`src/rtl/uart_tx_fifo.sv`:
```
// FIFO-buffered UART transmitter: queues DATA_BITS-wide words and sends start/data/[parity]/stop frames.
// Optional even-parity bit enabled by defining UART_TX_PARITY_EN.
`timescale 1ns/1ps
module uart_tx_fifo #(
    parameter int BAUD_DIV   = 16,
    parameter int DATA_BITS  = 8,
    parameter int STOP_BITS  = 1,
    parameter int FIFO_DEPTH = 4
) (
    input  logic                          clk,
    input  logic                          reset,
    input  logic [DATA_BITS-1:0]          wr_data,
    input  logic                          wr_valid,
    output logic                          wr_ready,
    output logic                          overflow,
    output logic [$clog2(FIFO_DEPTH):0]   fifo_count,
    output logic                          busy,
    output logic                          tx
);

    localparam int AW = $clog2(FIFO_DEPTH);
    localparam int CW = (BAUD_DIV > 2) ? $clog2(BAUD_DIV) : 1;
    localparam int BW = $clog2(DATA_BITS + 1);

    localparam logic [CW-1:0] BAUD_LAST = CW'(BAUD_DIV - 1);
    localparam logic [BW-1:0] DATA_LAST = BW'(DATA_BITS - 1);
    localparam logic [BW-1:0] STOP_LAST = BW'(STOP_BITS - 1);
    localparam logic [AW:0]   DEPTH     = (AW + 1)'(FIFO_DEPTH);

`ifdef UART_TX_PARITY_EN
    typedef enum logic [2:0] {IDLE, START, DATA, PARITY, STOP} state_t;
`else
    typedef enum logic [1:0] {IDLE, START, DATA, STOP} state_t;
`endif

    // ---------------- FIFO ----------------
    logic [DATA_BITS-1:0] mem [FIFO_DEPTH];
    logic [AW-1:0]        wr_ptr_reg;
    logic [AW-1:0]        rd_ptr_reg;
    logic [AW:0]          count_reg;
    logic                 overflow_reg;
    logic                 full;
    logic                 push;
    logic                 pop;
    logic [DATA_BITS-1:0] head;

    // Full is judged on the registered count, so a same-edge pop never frees a slot for a write.
    assign full       = (count_reg == DEPTH);
    assign push       = wr_valid && !full;
    assign wr_ready   = !full;
    assign fifo_count = count_reg;
    assign overflow   = overflow_reg;
    assign head       = mem[rd_ptr_reg];

    always_ff @(posedge clk) begin
        if (push) begin
            mem[wr_ptr_reg] <= wr_data;
        end
    end

    always_ff @(posedge clk or posedge reset) begin
        if (reset) begin
            wr_ptr_reg   <= '0;
            rd_ptr_reg   <= '0;
            count_reg    <= '0;
            overflow_reg <= 1'b0;
        end else begin
            if (push) begin
                wr_ptr_reg <= wr_ptr_reg + 1'b1;
            end
            if (pop) begin
                rd_ptr_reg <= rd_ptr_reg + 1'b1;
            end
            case ({push, pop})
                2'b10:   count_reg <= count_reg + 1'b1;
                2'b01:   count_reg <= count_reg - 1'b1;
                default: count_reg <= count_reg;
            endcase
            overflow_reg <= wr_valid && full;
        end
    end

    // ---------------- Serialiser ----------------
    state_t               state_reg,    state_next;
    logic [CW-1:0]        baud_cnt_reg, baud_cnt_next;
    logic [BW-1:0]        bit_cnt_reg,  bit_cnt_next;
    logic [DATA_BITS-1:0] shift_reg,    shift_next;
    logic                 tx_reg,       tx_next;
    logic                 bit_end;
`ifdef UART_TX_PARITY_EN
    logic                 parity_reg,   parity_next;
`endif

    assign bit_end = (baud_cnt_reg == BAUD_LAST);
    assign busy    = (state_reg != IDLE);
    assign tx      = tx_reg;

    always_ff @(posedge clk or posedge reset) begin
        if (reset) begin
            state_reg    <= IDLE;
            baud_cnt_reg <= '0;
            bit_cnt_reg  <= '0;
            shift_reg    <= '0;
            tx_reg       <= 1'b1;
`ifdef UART_TX_PARITY_EN
            parity_reg   <= 1'b0;
`endif
        end else begin
            state_reg    <= state_next;
            baud_cnt_reg <= baud_cnt_next;
            bit_cnt_reg  <= bit_cnt_next;
            shift_reg    <= shift_next;
            tx_reg       <= tx_next;
`ifdef UART_TX_PARITY_EN
            parity_reg   <= parity_next;
`endif
        end
    end

    always_comb begin
        state_next    = state_reg;
        baud_cnt_next = bit_end ? '0 : baud_cnt_reg + 1'b1;
        bit_cnt_next  = bit_cnt_reg;
        shift_next    = shift_reg;
        pop           = 1'b0;
`ifdef UART_TX_PARITY_EN
        parity_next   = parity_reg;
`endif

        case (state_reg)
            IDLE: begin
                baud_cnt_next = '0;
                if (count_reg != '0) begin
                    pop        = 1'b1;
                    state_next = START;
                end
            end
            START: begin
                if (bit_end) begin
                    state_next   = DATA;
                    bit_cnt_next = '0;
                end
            end
            DATA: begin
                if (bit_end) begin
                    shift_next = shift_reg >> 1;
                    if (bit_cnt_reg == DATA_LAST) begin
                        bit_cnt_next = '0;
`ifdef UART_TX_PARITY_EN
                        state_next   = PARITY;
`else
                        state_next   = STOP;
`endif
                    end else begin
                        bit_cnt_next = bit_cnt_reg + 1'b1;
                    end
                end
            end
`ifdef UART_TX_PARITY_EN
            PARITY: begin
                if (bit_end) begin
                    state_next   = STOP;
                    bit_cnt_next = '0;
                end
            end
`endif
            STOP: begin
                if (bit_end) begin
                    if (bit_cnt_reg == STOP_LAST) begin
                        bit_cnt_next = '0;
                        // Chain straight into the next start bit when more data is queued.
                        if (count_reg != '0) begin
                            pop        = 1'b1;
                            state_next = START;
                        end else begin
                            state_next = IDLE;
                        end
                    end else begin
                        bit_cnt_next = bit_cnt_reg + 1'b1;
                    end
                end
            end
            default: begin
                state_next    = IDLE;
                baud_cnt_next = '0;
                bit_cnt_next  = '0;
            end
        endcase

        if (pop) begin
            shift_next  = head;
`ifdef UART_TX_PARITY_EN
            parity_next = ^head;
`endif
        end

        // tx is registered, so it is derived from the state being entered.
        case (state_next)
            START:   tx_next = 1'b0;
            DATA:    tx_next = shift_next[0];
`ifdef UART_TX_PARITY_EN
            PARITY:  tx_next = parity_next;
`endif
            default: tx_next = 1'b1;
        endcase
    end

endmodule

```
`config.mk`:
```
export PLATFORM = sky130hd
export DESIGN_NAME = uart_tx_fifo
export DESIGN_NICKNAME = d
export VERILOG_FILES = /design/src/rtl/uart_tx_fifo.sv
export SDC_FILE = /design/constraint.sdc
export NUM_CORES = 1
export LEC_CHECK = 0
export ABC_AREA = 1
export CAP_MARGIN = 20
export CORE_MARGIN = 4
export CORE_UTILIZATION = 60
export CTS_BUF_LIST = sky130_fd_sc_hd__clkbuf_2 sky130_fd_sc_hd__clkbuf_4 sky130_fd_sc_hd__clkbuf_8
export DETAILED_ROUTE_END_ITERATION = 6
export PLACE_DENSITY = 0.81
export SETUP_SLACK_MARGIN = 0.15
export SLEW_MARGIN = 20
export SYNTH_ARGS = -nofsm -noshare
export SYNTH_HDL_FRONTEND = slang
export SYNTH_SLANG_ARGS = --single-unit
export TNS_END_PERCENT = 1
```
`constraint.sdc`:
```
create_clock -name clk -period 2.35 [get_ports clk]
set_input_delay 0.3525 -clock clk [delete_from_list [all_inputs] [get_ports clk]]
set_output_delay 0.3525 -clock clk [all_outputs]
set_load 0.005 [all_outputs]
```
==> summary.md <==
| Metric | Value |
|---|---|
| Status | complete, no violations |
| Final-stage net count | 335 |
| Syn Inst Count | 272 |
| Area share of the largest cell type after synthesis | 35.0% |
| Antenna violations before repair | 0 |
| Rows | 24 |
| Clock Skews | 0.00648 ns |
| Largest net degree at the start of global routing | 28 |
| Drt total wl | 5020 um |
| GRT Total Usage | 20.0% |
| Final Hold Fails | 0 |
| Syn avg cell area | 10.1 sq um |
| CP Capture Type | register |
| R2R cell count | 14 |
| Vias | 1978 |
| Antenna Nets Post-Route | 0 |
| Leakage | 0.00143 uW |
| Fin crit period | 2.12 ns |
| Syn Std Cell Area | 2750 sq um |
| Ant diodes | 0 |
| Synth-to-layout area growth | 22.2% |
| Clock Sinks | 59 |
| Worst setup path end | fifo_count[2] |
| R2R Path End | fifo_count[2] |
| Worst reg-to-reg setup slack | 0.23 ns |
| Netlist cell types | 30 |
| Clk_lat worst skew | 0.33 ns |
| H-tree depth | 3 |
| WS Path Type | reg -> reg |
| Via/cell ratio | 5.39 |
| Clock Tree Buf Depth | 2 |
| # Max-Cap Violations | 0 |
| Max IR drop VDD | 0.806 mV |
| Fillers | 307 |
| WP data required | 2.56 ns |
| Die area | 5720 sq um |
| DIE WIDTH | 75.7 um |
| Drt initial violations | 110 |
| Syn. warnings | 0 |
| Worst path max stage delay | 0.39 ns |
| Clock transition at path regs | 0.07 ns |
| Worst path slowest cell | dfrtp_1 |
| Initial Util | 62.6% |
| CP delay by family, top | adder cells |
| Critical Path Most Common Cell | nand2_2 |
| Crit. path cell count | 14 |
| Post-synth net total | 297 |
| Rel. slew slack | 66.4% |
| Slew Limit Fails | 0 |
| CTS buffer count | 9 |
| Pre-antenna DRT Iters | 4 |
| First-pass GRT wire length | 8190 um |
| Fraction of layout cells with a size suffix above 1 | 18.7% |
| Die Span Y | 75.7 um |
| Clock Tree Root | clkbuf_8 |
| Worst path arrival time | 2.34 ns |
| GRT overflow | 0 |
| Worst Hold Class | in -> async |
| Port bufs | 17 |
| RSZ-0062 raised after global routing | no |
| Wire per inst | 13.7 um |
| Register area share after synthesis | 59.6% |
| Post-DP HPWL | 3440 um |
| Final period utilization | 90.4% |
| #FFs+latches synth | 59 |
| CP Cell Sequence | inv_2, ha_4, nand2_2, nor2_4, nand2_2, nand2_2, nand2_4, clkinv_2, ha_2, inv_2, fa_2, a21oi_2, o21ai_1, xor2_1 |
| Worst hold slack | 0.380 ns |
| CTS tree | done |
| Max reg flops | 32 |
| Area leader, netlist | edfxtp_1 |
| CP bufs+invs | 3 |
| Worst setup startpoint | bit_cnt_reg[0] |
| RePlAce Congestion | 0.817 |
| Core area | 4380 sq um |
| Synth top area cells | edfxtp_1, dfrtp_1, nand2_1 |
| Hold buffers post-CTS | 0 |
| Worst slew pin tran | 0.503 ns |
| RR Startpoint | bit_cnt_reg[0] |
| Setup violations, final | 0 |
| Startpoint types | register |
| Max Freq | 471 MHz |
| PwrDens | 828 nW/um^2 |
| Final setup TNS | 0 ns |
| DRC viols | 0 |
| Vias in the first global route | 1903 |
| Count of boundary I/O pins | 18 |
| Crit-path max FO | 3 |
## worst register-to-register path: cells and delay by family, from the launching register on
kind            cells  cell delay (ns)
flops               1             0.39
simple gates        5             0.41
xor+xnor            1             0.14
buf+inv             3             0.19
fa+ha+maj           3             0.67
compound gates      2             0.22
## metrics by stage
step / setup slack [ns] / cells / utilization (%) / instance area (sq um) / power (uW)
floorplan: 0.182 / 272 / - / 2750 / 1580
global placement: 0.187 / 347 / 69.2 / 3030 / 1780
detailed placement: 0.0543 / 347 / 69.2 / 3030 / 1810
CTS: 0.199 / 363 / 74.6 / 3270 / 2800
global route: 0.101 / 367 / 76.5 / 3360 / 2910
finish: 0.226 / 367 / 76.5 / 3360 / 2780
## how the worst min path moves through the flow
stage | start | to | slack [ns]
final | reset | bit_cnt_reg[2] | 0.38
after global routing | reset | baud_cnt_reg[1] | 0.41
after CTS | reset | bit_cnt_reg[2] | 0.38
after detailed placement | baud_cnt_reg[0] | baud_cnt_reg[0] | 0.45
after global placement | baud_cnt_reg[0] | baud_cnt_reg[0] | 0.44
after floorplan | reset | baud_cnt_reg[0] | 0.40
## Yosys cell counts (all sizes together)
cell and number:
fa 1, nand3 28, inv 30, nand2 52, ha 13, dfrtp 26, o22ai 1, xnor2 1
a21oi 14, dfstp 1, xor2 5, o21ai 23, buf 3, clkinv 3, edfxtp 32, clkbuf 2
nand4 3, nor2 34
## layout by cell type, fill, tap and decap left out, drive strengths merged
master,instances
nand2,52
nor2,34
edfxtp,32
inv,30
nand3,28
dfrtp,26
o21ai,23
clkdlybuf4s50,17
buf,15
a21oi,14
ha,13
clkbuf,9
clkinv,6
xor2,5
nand4,3
bufinv,2
clkinvlp,2
o22ai,1
xnor2,1
fa,1
dfstp,1
## report_power, final
part / switching [uW] / leakage [uW] / total (uW) / internal [uW]
clock network: 396 / 0.000103 / 988 / 592
registers: 64.2 / 0.000624 / 1330 / 1260
logic: 259 / 0.000705 / 465 / 206
## area by class of cell
| class | count | area (sq um) | share of cell area, % |
|---|---|---|---|
| flip-flops and latches | 59 | 1640 | 48.9 |
| multi-input cells | 175 | 1020 | 30.4 |
| repair buffers | 32 | 283 | 8.43 |
| inverters | 33 | 130 | 3.88 |
| clock buffers | 9 | 124 | 3.69 |
| clock inverters | 7 | 92.6 | 2.76 |
| well taps | 52 | 65.1 | 1.94 |
## cell families after synthesis
| logic type | after synthesis | share of synthesized area (%) |
|---|---|---|
| AO/OA/AOI/OAI | 38 | 7.11 |
| flip-flops | 59 | 59.6 |
| buffers and inverters | 38 | 5.88 |
| AND/OR/NAND/NOR | 117 | 18.8 |
| adder cells (fa/ha/maj) | 14 | 6.65 |
| XOR/XNOR | 6 | 1.91 |
## routing by layer
metal / track usage [%] / wire length, um / up-vias
met5: 0 / 0 / -
met4: 11.1 / 113 / 0
met3: 5.94 / 171 / 11
met2: 34.3 / 2640 / 38
met1: 22.0 / 2090 / 950
li1: - / - / 979
## what timing repair did
item | in CTS | in global routing
hold endpoints to repair | 0 | 0
setup buffers | 0 | 4
resized for setup | 6 | 17
pin swaps | 1 | 6
setup endpoints to repair | 1 | 2
(Power assumes the default switching activity.)
